### config.mk
export PLATFORM = sky130hd
export DESIGN_NAME = time_tag_merge
export DESIGN_NICKNAME = d
export VERILOG_FILES = /design/src/rtl/time_tag_merge_pkg.sv /design/src/rtl/time_tag_merge_stream_reg.sv /design/src/rtl/time_tag_merge.sv
export SDC_FILE = /design/constraint.sdc
export NUM_CORES = 1
export LEC_CHECK = 0
export CORE_MARGIN = 2
export CORE_UTILIZATION = 45
export CTS_CLUSTER_DIAMETER = 200
export DETAILED_ROUTE_END_ITERATION = 10
export GPL_TIMING_DRIVEN = 0
export HOLD_SLACK_MARGIN = 0.05
export PLACE_DENSITY = 0.8
export RECOVER_POWER = 25
export SETUP_SLACK_MARGIN = 0.02
export SLEW_MARGIN = 20
export SYNTH_ARGS = -nofsm -noshare
export SYNTH_HDL_FRONTEND = slang
export SYNTH_HIERARCHICAL = 1
export SYNTH_SLANG_ARGS = --single-unit
### constraint.sdc
create_clock -name clk -period 2.45 [get_ports clk]
set_input_delay 0.3675 -clock clk [delete_from_list [all_inputs] [get_ports clk]]
set_output_delay 0.3675 -clock clk [all_outputs]
set_load 0.1 [all_outputs]
### src/rtl/time_tag_merge_pkg.sv
// Shared frontend definitions: field widths, word layout and word builders
// for the merged event / time-tag stream.
package time_tag_merge_pkg;

  localparam int EV_W        = 45;
  localparam int STAMP_W     = 17;
  localparam int PERIOD_W    = 48;
  localparam int WORD_W      = 64;
  localparam int DROP_W      = 8;

  // Bit 63 tells tags from events; bit 62 is reserved (0) in event words.
  localparam int TYPE_BIT    = 63;
  localparam int SUBTYPE_BIT = 62;

  localparam int TAG_HDR_W   = 15;
  localparam logic [TAG_HDR_W-1:0] TAG_HDR = 15'h0;

  typedef enum logic {
    WT_EVENT = 1'b0,
    WT_TAG   = 1'b1
  } word_type_e;

  // Event word: {type, reserved, stamp, payload}.
  function automatic logic [WORD_W-1:0] make_event_word(
    input logic [STAMP_W-1:0] stamp,
    input logic [EV_W-1:0]    data
  );
    logic [WORD_W-1:0] w;
    w                   = '0;
    w[TYPE_BIT]         = WT_EVENT;
    w[SUBTYPE_BIT]      = 1'b0;
    w[EV_W +: STAMP_W]  = stamp;
    w[EV_W-1:0]         = data;
    return w;
  endfunction

  // Time tag word: {type, header, latched period}.
  function automatic logic [WORD_W-1:0] make_tag_word(
    input logic [PERIOD_W-1:0] per
  );
    logic [WORD_W-1:0] w;
    w                          = '0;
    w[TYPE_BIT]                = WT_TAG;
    w[PERIOD_W +: TAG_HDR_W]   = TAG_HDR;
    w[PERIOD_W-1:0]            = per;
    return w;
  endfunction

endpackage

### src/rtl/time_tag_merge_stream_reg.sv
// Output stage: one-word valid/ready register slice. A tag load wins over an
// event load; the word is held stable while the consumer stalls.
module time_tag_merge_stream_reg
  import time_tag_merge_pkg::*;
(
  input  logic              clk,
  input  logic              rst,
  input  logic              load_tag_i,
  input  logic              load_ev_i,
  input  logic [WORD_W-1:0] tag_word_i,
  input  logic [WORD_W-1:0] ev_word_i,
  input  logic              out_ready_i,
  output logic              free_o,
  output logic              out_valid_o,
  output logic [WORD_W-1:0] out_data_o
);

  logic              valid_q;
  logic [WORD_W-1:0] data_q;

  // The slot can take a new word when empty or being drained this cycle.
  assign free_o      = !valid_q || out_ready_i;
  assign out_valid_o = valid_q;
  assign out_data_o  = data_q;

  // Load mux with tag priority; go idle after a transfer with nothing to load.
  always_ff @(posedge clk) begin
    if (rst) begin
      valid_q <= 1'b0;
      data_q  <= '0;
    end else if (free_o) begin
      if (load_tag_i) begin
        valid_q <= 1'b1;
        data_q  <= tag_word_i;
      end else if (load_ev_i) begin
        valid_q <= 1'b1;
        data_q  <= ev_word_i;
      end else begin
        valid_q <= 1'b0;
      end
    end
  end

endmodule

### src/rtl/time_tag_merge.sv
// Merges timestamped events with per-period time tags into one 64-bit stream.
// A single tag slot absorbs period_done pulses; pulses arriving while a tag is
// still waiting are counted as drops. Events are blocked while a tag waits so
// that the tag is emitted ahead of every event accepted after its pulse.
module time_tag_merge
  import time_tag_merge_pkg::*;
(
  input  logic                clk,
  input  logic                rst,
  input  logic [STAMP_W-1:0]  counter,
  input  logic [PERIOD_W-1:0] period,
  input  logic                period_done,
  input  logic                ev_valid,
  input  logic [EV_W-1:0]     ev_data,
  output logic                ev_ready,
  output logic                out_valid,
  output logic [WORD_W-1:0]   out_data,
  input  logic                out_ready,
  output logic [DROP_W-1:0]   drop_count
);

  logic                tag_pending_q, tag_pending_d;
  logic [PERIOD_W-1:0] tag_q, tag_d;
  logic [DROP_W-1:0]   drop_q, drop_d;
  logic                free;
  logic                ev_fire;
  logic                load_tag;

  // Events wait while a tag is pending or being captured this cycle.
  assign ev_ready   = !rst && free && !tag_pending_q && !period_done;
  assign ev_fire    = ev_valid && ev_ready;
  assign load_tag   = tag_pending_q && free;
  assign drop_count = drop_q;

  // Next state of the tag slot and the saturating drop counter.
  always_comb begin
    tag_pending_d = tag_pending_q;
    tag_d         = tag_q;
    drop_d        = drop_q;
    if (load_tag) begin
      tag_pending_d = 1'b0;
    end
    if (period_done) begin
      if (!tag_pending_q) begin
        tag_d         = period;
        tag_pending_d = 1'b1;
      end else if (drop_q != '1) begin
        drop_d = drop_q + 1'b1;
      end
    end
  end

  // Tag slot and drop counter registers; reset clears any waiting tag.
  always_ff @(posedge clk) begin
    if (rst) begin
      tag_pending_q <= 1'b0;
      tag_q         <= '0;
      drop_q        <= '0;
    end else begin
      tag_pending_q <= tag_pending_d;
      tag_q         <= tag_d;
      drop_q        <= drop_d;
    end
  end

  time_tag_merge_stream_reg stream_reg (
    .clk         (clk),
    .rst         (rst),
    .load_tag_i  (load_tag),
    .load_ev_i   (ev_fire),
    .tag_word_i  (make_tag_word(tag_q)),
    .ev_word_i   (make_event_word(counter, ev_data)),
    .out_ready_i (out_ready),
    .free_o      (free),
    .out_valid_o (out_valid),
    .out_data_o  (out_data)
  );

endmodule

### Word level (Yosys, flattened, before mapping)

Cells that the tools add are included.

* input port bits: 115
* output and inout port bits: 74
* flip-flop bits (word level): 122
* logic and storage cells: 29

* reductions and logical operators: 14
* mux-type cells: 7
* bitwise operators: 1
* add/sub/neg operators: 1
* equality and inequality tests: 1

Operators by type and width (count)
* 64-bit two-way mux: 2
* 8-bit by 1-bit adder with 8-bit output (second input constant): 1
* 8-bit != test (second input constant): 1
* 1-bit logical AND: 5
* 1-bit two-way mux: 5
* 1-bit zero test: 4
* 2-bit AND reduction: 2
* 3-bit AND reduction: 1
* 2-bit nonzero test: 1
* 1-bit logical OR: 1
* 1-bit NOT: 1

### Logic depth before layout (Yosys ltp)

Gate-level depths: netlist of run 1.

* depth in word-level cells: 8
* depth in mapped cells: 9
* depth with buffers taken out: 6

### Cells and area by module

Netlist of run 1, hierarchy kept.

Modules (own cells, without submodules)
* time_tag_merge_stream_reg: seq. area each 1301.2 sq um, instances 1, cells each 297, area each 3264.4 sq um
* time_tag_merge: seq. area each 1141.1 sq um, instances 1, cells each 261, area each 2107.0 sq um

### Least setup slack after synthesis of run 1

Ideal clock, no wire load.

* path kind: flip-flop to flip-flop
* from: register stream_reg.valid_q, in the netlist stream_reg/out_valid_o
* to: register stream_reg.data_q[0], in the netlist stream_reg/out_data_o[0]
* path slack: -3.169 ns
* period minus slack after synthesis: 5.619 ns
* path buffers: 3
* setup time: 0.081 ns
* required time: 2.369 ns
* arrival: 5.537 ns
* cell stages (with the launch flop): 10
* cells stage by stage: dfxtp_1 -> nand2b_1 -> clkbuf_1 -> nor4b_1 -> and2_1 -> or2_1 -> buf_2 -> buf_2 -> a21oi_1 -> a211oi_2

* longest elaborated chain between the ends: 8
* elaborated cells between the ends (all ways): 10
* those cells by class: 1 x mux; 9 x reduce/logical

Ends and longest elaborated chain
* start, declared: RTL line time_tag_merge_stream_reg.sv:18 `logic valid_q;`
* start signal, assigned: RTL line time_tag_merge_stream_reg.sv:29 `valid_q <= 1'b0;`
* start signal, assigned: RTL line time_tag_merge_stream_reg.sv:33 `valid_q <= 1'b1;`
* start signal, assigned: RTL line time_tag_merge_stream_reg.sv:36 `valid_q <= 1'b1;`
* 1-bit zero test: RTL line time_tag_merge_stream_reg.sv:22 `assign free_o = !valid_q || out_ready_i;`
* 1-bit logical OR: RTL line time_tag_merge_stream_reg.sv:22
* net free: RTL line time_tag_merge.sv:25 `logic free;`
* 1-bit logical AND (3 in series): RTL line time_tag_merge.sv:30 `assign ev_ready = !rst && free && !tag_pending_q && !period_done;`
* net ev_ready: RTL line time_tag_merge.sv:15 `output logic ev_ready,`
* 1-bit logical AND: RTL line time_tag_merge.sv:31 `assign ev_fire = ev_valid && ev_ready;`
* net ev_fire: RTL line time_tag_merge.sv:26 `logic ev_fire;`
* 2-bit nonzero test (no line)
* 2-bit AND reduction (no line)
* end signal, assigned: RTL line time_tag_merge_stream_reg.sv:34 `data_q <= tag_word_i;`
* end signal, assigned: RTL line time_tag_merge_stream_reg.sv:37 `data_q <= ev_word_i;`
* end, declared: RTL line time_tag_merge_stream_reg.sv:19 `logic [WORD_W-1:0] data_q;`

The timed path passes the listed nets, and every way through them passes these cells.
A chain may end at the register's enable or synchronous reset.

### Worst setup path after layout of run 1

* from: register drop_q[6], in the netlist drop_count[6]
* to: output drop_count[6]

RTL lines
* start, declared: RTL line time_tag_merge.sv:24 `logic [DROP_W-1:0] drop_q, drop_d;`
* start signal, assigned: RTL line time_tag_merge.sv:62 `drop_q <= drop_d;`
* end, declared: RTL line time_tag_merge.sv:19 `output logic [DROP_W-1:0] drop_count`

No word-level cell between the ends.

==> results of run 1 <==
-- through the flow --
stage / setup TNS, ps / total power, mW / hold WS (ps)
floorplan: -20340 / 3.58 / 436
global placement: -495 / 4.09 / 442
detailed placement: -1140 / 4.13 / 447
CTS: 0 / 6.24 / 454
global route: 0 / 6.42 / 472
finish: 0 / 6.21 / 456
-- layer usage --
metal	global-route usage	up-vias	share of wire
met2	0.456	189	0.50
met3	0.0670	27	0.064
li1	-	2420	-
met1	0.307	2431	0.41
met5	0	-	0
met4	0.106	0	0.020
-- worst register-to-register path: stages, from the launching register on --
cell	delay, ps
dfxtp_4	350
nand2b_4	80
clkbuf_8	170
nor4b_4	240
and2_1	200
or2_1	140
buf_6	190
buf_6	160
a21oi_1	100
a211oi_2	240
-- kinds of logic after synthesis --
kind of cell             Yosys count  synth area share
adder cells (fa/ha/maj)            1           0.00233
AND/OR/NAND/NOR                  128             0.102
XOR/XNOR                           1           0.00163
buffers and inverters             52            0.0519
flip-flops                       122             0.455
other                              2           0.00140
AO/OA/AOI/OAI                    187             0.265
multiplexers                      65             0.121
-- cell type report --
| cell class | count | share of cell area |
|---|---|---|
| tap | 143 | 0.0222 |
| inverter | 1 | 0.000466 |
| timing repair buffer | 188 | 0.234 |
| buffer | 51 | 0.0413 |
| clock buffer | 26 | 0.0582 |
| multi-input combinational | 400 | 0.337 |
| clock inverter | 4 | 0.00248 |
| sequential | 122 | 0.304 |
-- cell usage after synthesis, drive strengths merged, types with 3 or more instances --
cell,n,area share
nand3,3,0.0028
nand2,99,0.070
nand2b,3,0.0035
buf,34,0.039
dfxtp,122,0.45
and2,3,0.0035
mux2i,65,0.12
a211oi,64,0.15
nor2,8,0.0056
a21oi,117,0.11
nor3,5,0.0068
clkbuf,17,0.012
-- final timing paths --
kind                                                           from                                     end  slack, ps  cells past startpoint
worst max-delay path                     drop_count[6]$_SDFFE_PP0P_                           drop_count[6]         80                      1
worst max register to register  stream_reg/out_valid_o$_SDFFE_PP0P_  stream_reg/out_data_o[14]$_SDFFE_PP0P_        490                      9
worst min-delay path                         tag_q[20]$_SDFFE_PP0P_                  tag_q[20]$_SDFFE_PP0P_        460                      2
worst min register to register               tag_q[20]$_SDFFE_PP0P_                  tag_q[20]$_SDFFE_PP0P_        460                      2
-- registers in the layout (all words and copies together), names as in the netlist --
name,flops
stream_reg/out_data_o,64
tag_q,48
drop_count,8
stream_reg/out_valid_o,1
tag_pending_q,1
-- power by group through the flow --
stage | sequential [mW] | combinational (mW) | clock, mW
after global routing | 2.24 | 1.95 | 2.23
after detailed placement | 2.27 | 1.86 | 0
after CTS | 2.23 | 1.87 | 2.14
after global placement | 2.26 | 1.83 | 0
after floorplan | 3.01 | 0.570 | 0
final | 2.23 | 1.86 | 2.11
-- what timing repair did --
action,CTS,global route
setup buffers,0,0
endpoints found under the setup margin,2,2
resized for setup,4,2
==> flow_metrics.env, run 1 <==
export IMPL_grt_overflow=0
export IMPL_tightest_slew_ps=1070
export IMPL_ys_warn_count=6
export IMPL_gp_congestion=0.817
export IMPL_slew_viol_final=0
export IMPL_syn_area_sq_um=5370
export IMPL_final_cells=935
export IMPL_power_frac_clock=0.340
export IMPL_h_tree_depth=4
export IMPL_cts_path_max_buffers=2
export IMPL_p_leak_nw=2.94
export IMPL_seqPwrFrac=0.360
export IMPL_status="finished, violations left"
export IMPL_wl_microns=16600
export IMPL_grt_pass1_wl_microns=26400
export IMPL_hold_buffers=0
export IMPL_finalCritPeriodShare=0.968
export IMPL_fill_cells=924
export IMPL_synth_edf_count=0
export IMPL_pwr_density_cell_nw_per_um2=770
export IMPL_fin_nets=897
export IMPL_violations="DRC"
export IMPL_ant_nets=0
export IMPL_multi_input_area_sq_um=2720
export IMPL_cts_buffers=17
export IMPL_setup_worst_path_end_class="output port"
export IMPL_boundaryPins=189
export IMPL_cts_tree="done"
export IMPL_fin_ws_ps=78.3
export IMPL_combPwrFrac=0.300
export IMPL_worst_skew_pair_late_latency_ps=410
export IMPL_post_dp_cell_area_sq_um=7590
export IMPL_p_int_mw=4.04
export IMPL_critPathBufInv=1
export IMPL_slew_limit_headroom=0.288
export IMPL_final_util=0.700
export IMPL_cts_root_buf="clkbuf_16"
export IMPL_ys_flop_type="dfxtp_1"
export IMPL_grt_max_degree=17
export IMPL_grt_pass1_vias=5361
export IMPL_cts_sinks=122
export IMPL_cp_top_family="buffers and inverters"
export IMPL_skew_ps=5.90
export IMPL_switchingPower_mw=2.16
export IMPL_timing_fmax_mhz=422
export IMPL_final_seq_area_sq_um=2450
export IMPL_dr_first_iter_drc_count=283
export IMPL_ys_seq_area_frac=0.455
export IMPL_layout_common_cells="182 x clkdlybuf4s50_1, 121 x dfxtp_1, 115 x a21oi_1"
export IMPL_synthArstFlopShare=0
export IMPL_crit_fanout=6
export IMPL_dieArea_sq_um=12800
export IMPL_num_vias=5067
export IMPL_dp_slack_ps=-473
export IMPL_track_usage=0.262
export IMPL_dpl_hpwl_microns=12100
export IMPL_num_antenna_cells=0
export IMPL_synth_cells=558
export IMPL_crit_type="reg -> out"
export IMPL_min_path_type="reg -> reg"
export IMPL_area_growth_pct=50.0
export IMPL_hold_viol_final=0
export IMPL_critPathLaunchType="register"
export IMPL_crit_chain="clkdlybuf4s50_1"
export IMPL_start_util=0.466
export IMPL_layout_cells_most_common="clkdlybuf4s50_1"
export IMPL_row_count=39
export IMPL_cts_clk_slew_worst_paths_ps=50
export IMPL_fin_crit_ps=2370
export IMPL_design_core_area_sq_um=11500
export IMPL_vias_per_cell=5.42
export IMPL_swShare=0.349
export IMPL_dp_cells=905
export IMPL_post_drt_wl_per_cell_microns=17.8
export IMPL_synth_distinct_cells=34
export IMPL_fp_dieW_microns=113
export IMPL_vdd_drop_max_uv=447
export IMPL_slowest_stage="clkdlybuf4s50_1"
export IMPL_worstPathArrival_ps=2000
export IMPL_dr_pass1_iters=8
export IMPL_max_stage_delay_ps=1180
export IMPL_io_buffers=188
export IMPL_worstPathRequired_ps=2080
export IMPL_grt_setup_unrepaired="false"
export IMPL_cap_violations=0
export IMPL_synth_seq_cells=122
export IMPL_final_cell_area_sq_um=8060
export IMPL_antenna_found_initial=0
export IMPL_drive_gt1_frac=0.148
export IMPL_drc_errors=14
export IMPL_syn_avg_cell_area_sq_um=9.63
export IMPL_die_h_microns=113
export IMPL_setup_viol=0
(Power assumes the default switching activity.)
==> run 2: changes to the inputs <==
--- a/config.mk
+++ b/config.mk
@@ -5,6 +5,7 @@
 export SDC_FILE = /design/constraint.sdc
 export NUM_CORES = 1
 export LEC_CHECK = 0
+export CORE_ASPECT_RATIO = 1.4
 export CORE_MARGIN = 2
 export CORE_UTILIZATION = 45
 export CTS_CLUSTER_DIAMETER = 200
@@ -13,6 +14,7 @@
 export HOLD_SLACK_MARGIN = 0.05
 export PLACE_DENSITY = 0.8
 export RECOVER_POWER = 25
+export REMOVE_ABC_BUFFERS = 1
 export SETUP_SLACK_MARGIN = 0.02
 export SLEW_MARGIN = 20
 export SYNTH_ARGS = -nofsm -noshare
==> run 2 against run 1 <==
The run now ends clean. Hold slack worse by 37 ps. Worst setup slack hardly changed. Wire length is 2.1% higher. Core utilization is 1.6 points lower. Sequential share of layout area hardly changed. Sequential cell count stayed put. Critical path type unchanged. Largest power group is now the clock network.
==> flow_metrics.env, run 2 (synthesis gave the netlist of run 1 again) <==
export IMPL_status="completed"
export IMPL_track_usage=0.262
export IMPL_p_leak_nw=2.90
export IMPL_dpl_hpwl_microns=10300
export IMPL_pwr_density_cell_nw_per_um2=818
export IMPL_skew_ps=10.3
export IMPL_design_core_area_sq_um=11800
export IMPL_cts_tree="done"
export IMPL_start_util=0.457
export IMPL_slew_viol_final=0
export IMPL_layout_common_cells="181 x clkdlybuf4s50_1, 122 x dfxtp_1, 117 x a21oi_1"
export IMPL_num_antenna_cells=0
export IMPL_cts_clk_slew_worst_paths_ps=50
export IMPL_hold_viol_final=0
export IMPL_cts_buffers=17
export IMPL_tightest_slew_ps=1160
export IMPL_boundaryPins=189
export IMPL_slowest_stage="clkdlybuf4s50_1"
export IMPL_io_buffers=188
export IMPL_cp_top_family="buffers and inverters"
export IMPL_num_vias=4940
export IMPL_worst_skew_pair_late_latency_ps=410
export IMPL_row_count=47
export IMPL_h_tree_depth=4
export IMPL_grt_pass1_wl_microns=26000
export IMPL_drive_gt1_frac=0.153
export IMPL_fp_dieW_microns=96.3
export IMPL_slew_limit_headroom=0.230
export IMPL_max_stage_delay_ps=1180
export IMPL_setup_viol=0
export IMPL_grt_max_degree=71
export IMPL_layout_cells_most_common="clkdlybuf4s50_1"
export IMPL_crit_fanout=5
export IMPL_grt_overflow=0
export IMPL_worstPathRequired_ps=2080
export IMPL_antenna_found_initial=0
export IMPL_largest_reg_flops=64
export IMPL_grt_setup_unrepaired="false"
export IMPL_critPathBufInv=1
export IMPL_vias_per_cell=5.46
export IMPL_critPathLaunchType="register"
export IMPL_dr_first_iter_drc_count=223
export IMPL_area_growth_pct=49.6
export IMPL_finalCritPeriodShare=0.968
export IMPL_die_h_microns=133
export IMPL_crit_chain="clkdlybuf4s50_1"
export IMPL_ant_nets=0
export IMPL_cts_root_buf="clkbuf_16"
export IMPL_fin_nets=861
export IMPL_worstPathArrival_ps=2000
export IMPL_grt_pass1_vias=5156
export IMPL_drc_errors=0
export IMPL_fin_tns_setup_ps=0
export IMPL_gp_congestion=0.801
export IMPL_min_path_type="in -> reg"
export IMPL_wl_microns=17000
export IMPL_cap_violations=0
export IMPL_dieArea_sq_um=12800
export IMPL_dr_pass1_iters=4
export IMPL_timing_fmax_mhz=422
export IMPL_vdd_drop_max_uv=469
export IMPL_post_drt_wl_per_cell_microns=18.7
export IMPL_fill_cells=944
export IMPL_setup_worst_path_end_class="output port"
export IMPL_cts_path_max_buffers=2
export IMPL_crit_type="reg -> out"
export IMPL_cts_sinks=122
export IMPL_fin_crit_ps=2370
export IMPL_power_mw=6.57
run 2: cell types whose count changed in the layout (fill, tap and decap cells not counted), sizes merged, moves of 2 or more:
cell and change:
and2 +2, buf -15, bufinv +2, clkbuf -27, clkinvlp +5
run 2: path summary, 6_finish.rpt:
kind / start / end / slack, ps / depth (start not counted)
max: drop_count[4]$_SDFFE_PP0P_ / drop_count[4] / 80 / 1
min: rst / tag_q[36]$_SDFFE_PP0P_ / 420 / 2
max reg2reg: tag_pending_q$_SDFF_PP0_ / stream_reg/out_data_o[59]$_SDFFE_PP0P_ / 310 / 6
min reg2reg: tag_q[7]$_SDFFE_PP0P_ / tag_q[7]$_SDFFE_PP0P_ / 450 / 2
run 2: area by class of cell:
cell class                 instances  area [sq um]  area share
inverter                           1          3.75    0.000467
clock inverter                    10           116      0.0145
multi-input combinational        404          2750       0.342
sequential                       122          2440       0.304
clock buffer                      22           484      0.0603
tap                              147           184      0.0229
timing repair buffer             199          2060       0.256
run 2: metrics by stage:
| stage | worst slack, ps | instance area (sq um) | utilization | instances | hold WS [ps] |
|---|---|---|---|---|---|
| 2_1_floorplan | -6660 | 5160 | - | 523 | 430 |
| 3_3_place_gp | -9330 | 7220 | 0.614 | 858 | 441 |
| 3_5_place_dp | -1460 | 7390 | 0.628 | 864 | 446 |
| 4_1_cts | 39.5 | 8060 | 0.685 | 905 | 397 |
| 5_1_grt | 32.1 | 8040 | 0.683 | 905 | 420 |
| 6_report | 78.5 | 8040 | 0.683 | 905 | 419 |
run 2: routing by layer:
layer | wire (microns) | GRT usage | vias to the layer above | share of wire
met5 | 0 | 0 | - | 0
met4 | 641 | 0.129 | 0 | 0.038
met3 | 931 | 0.0605 | 41 | 0.055
met2 | 8850 | 0.460 | 175 | 0.52
met1 | 6540 | 0.291 | 2356 | 0.39
li1 | - | - | 2368 | -
run 2: power breakdown:
group          internal (mW)  switching [mW]  leakage, nW
logic                  0.585            1.26         1.62
registers               2.14          0.0850         1.00
clock network           1.60           0.899        0.280
total                   4.33            2.24         2.90
run 2: timing repair:
item,in CTS,in global routing
gates resized for setup,10,2
gates cloned,4,0
setup buffers,5,0
setup endpoints to repair,66,2
pin swaps,2,0
hold buffers,0,0
==> run 3: changes to the inputs <==
--- a/config.mk
+++ b/config.mk
@@ -5,6 +5,7 @@
 export SDC_FILE = /design/constraint.sdc
 export NUM_CORES = 1
 export LEC_CHECK = 0
+export CAP_MARGIN = 20
 export CORE_ASPECT_RATIO = 1.4
 export CORE_MARGIN = 2
 export CORE_UTILIZATION = 45
==> results of run 3 <==
The final DEF is identical to that of run 2; final timing and power are the same.
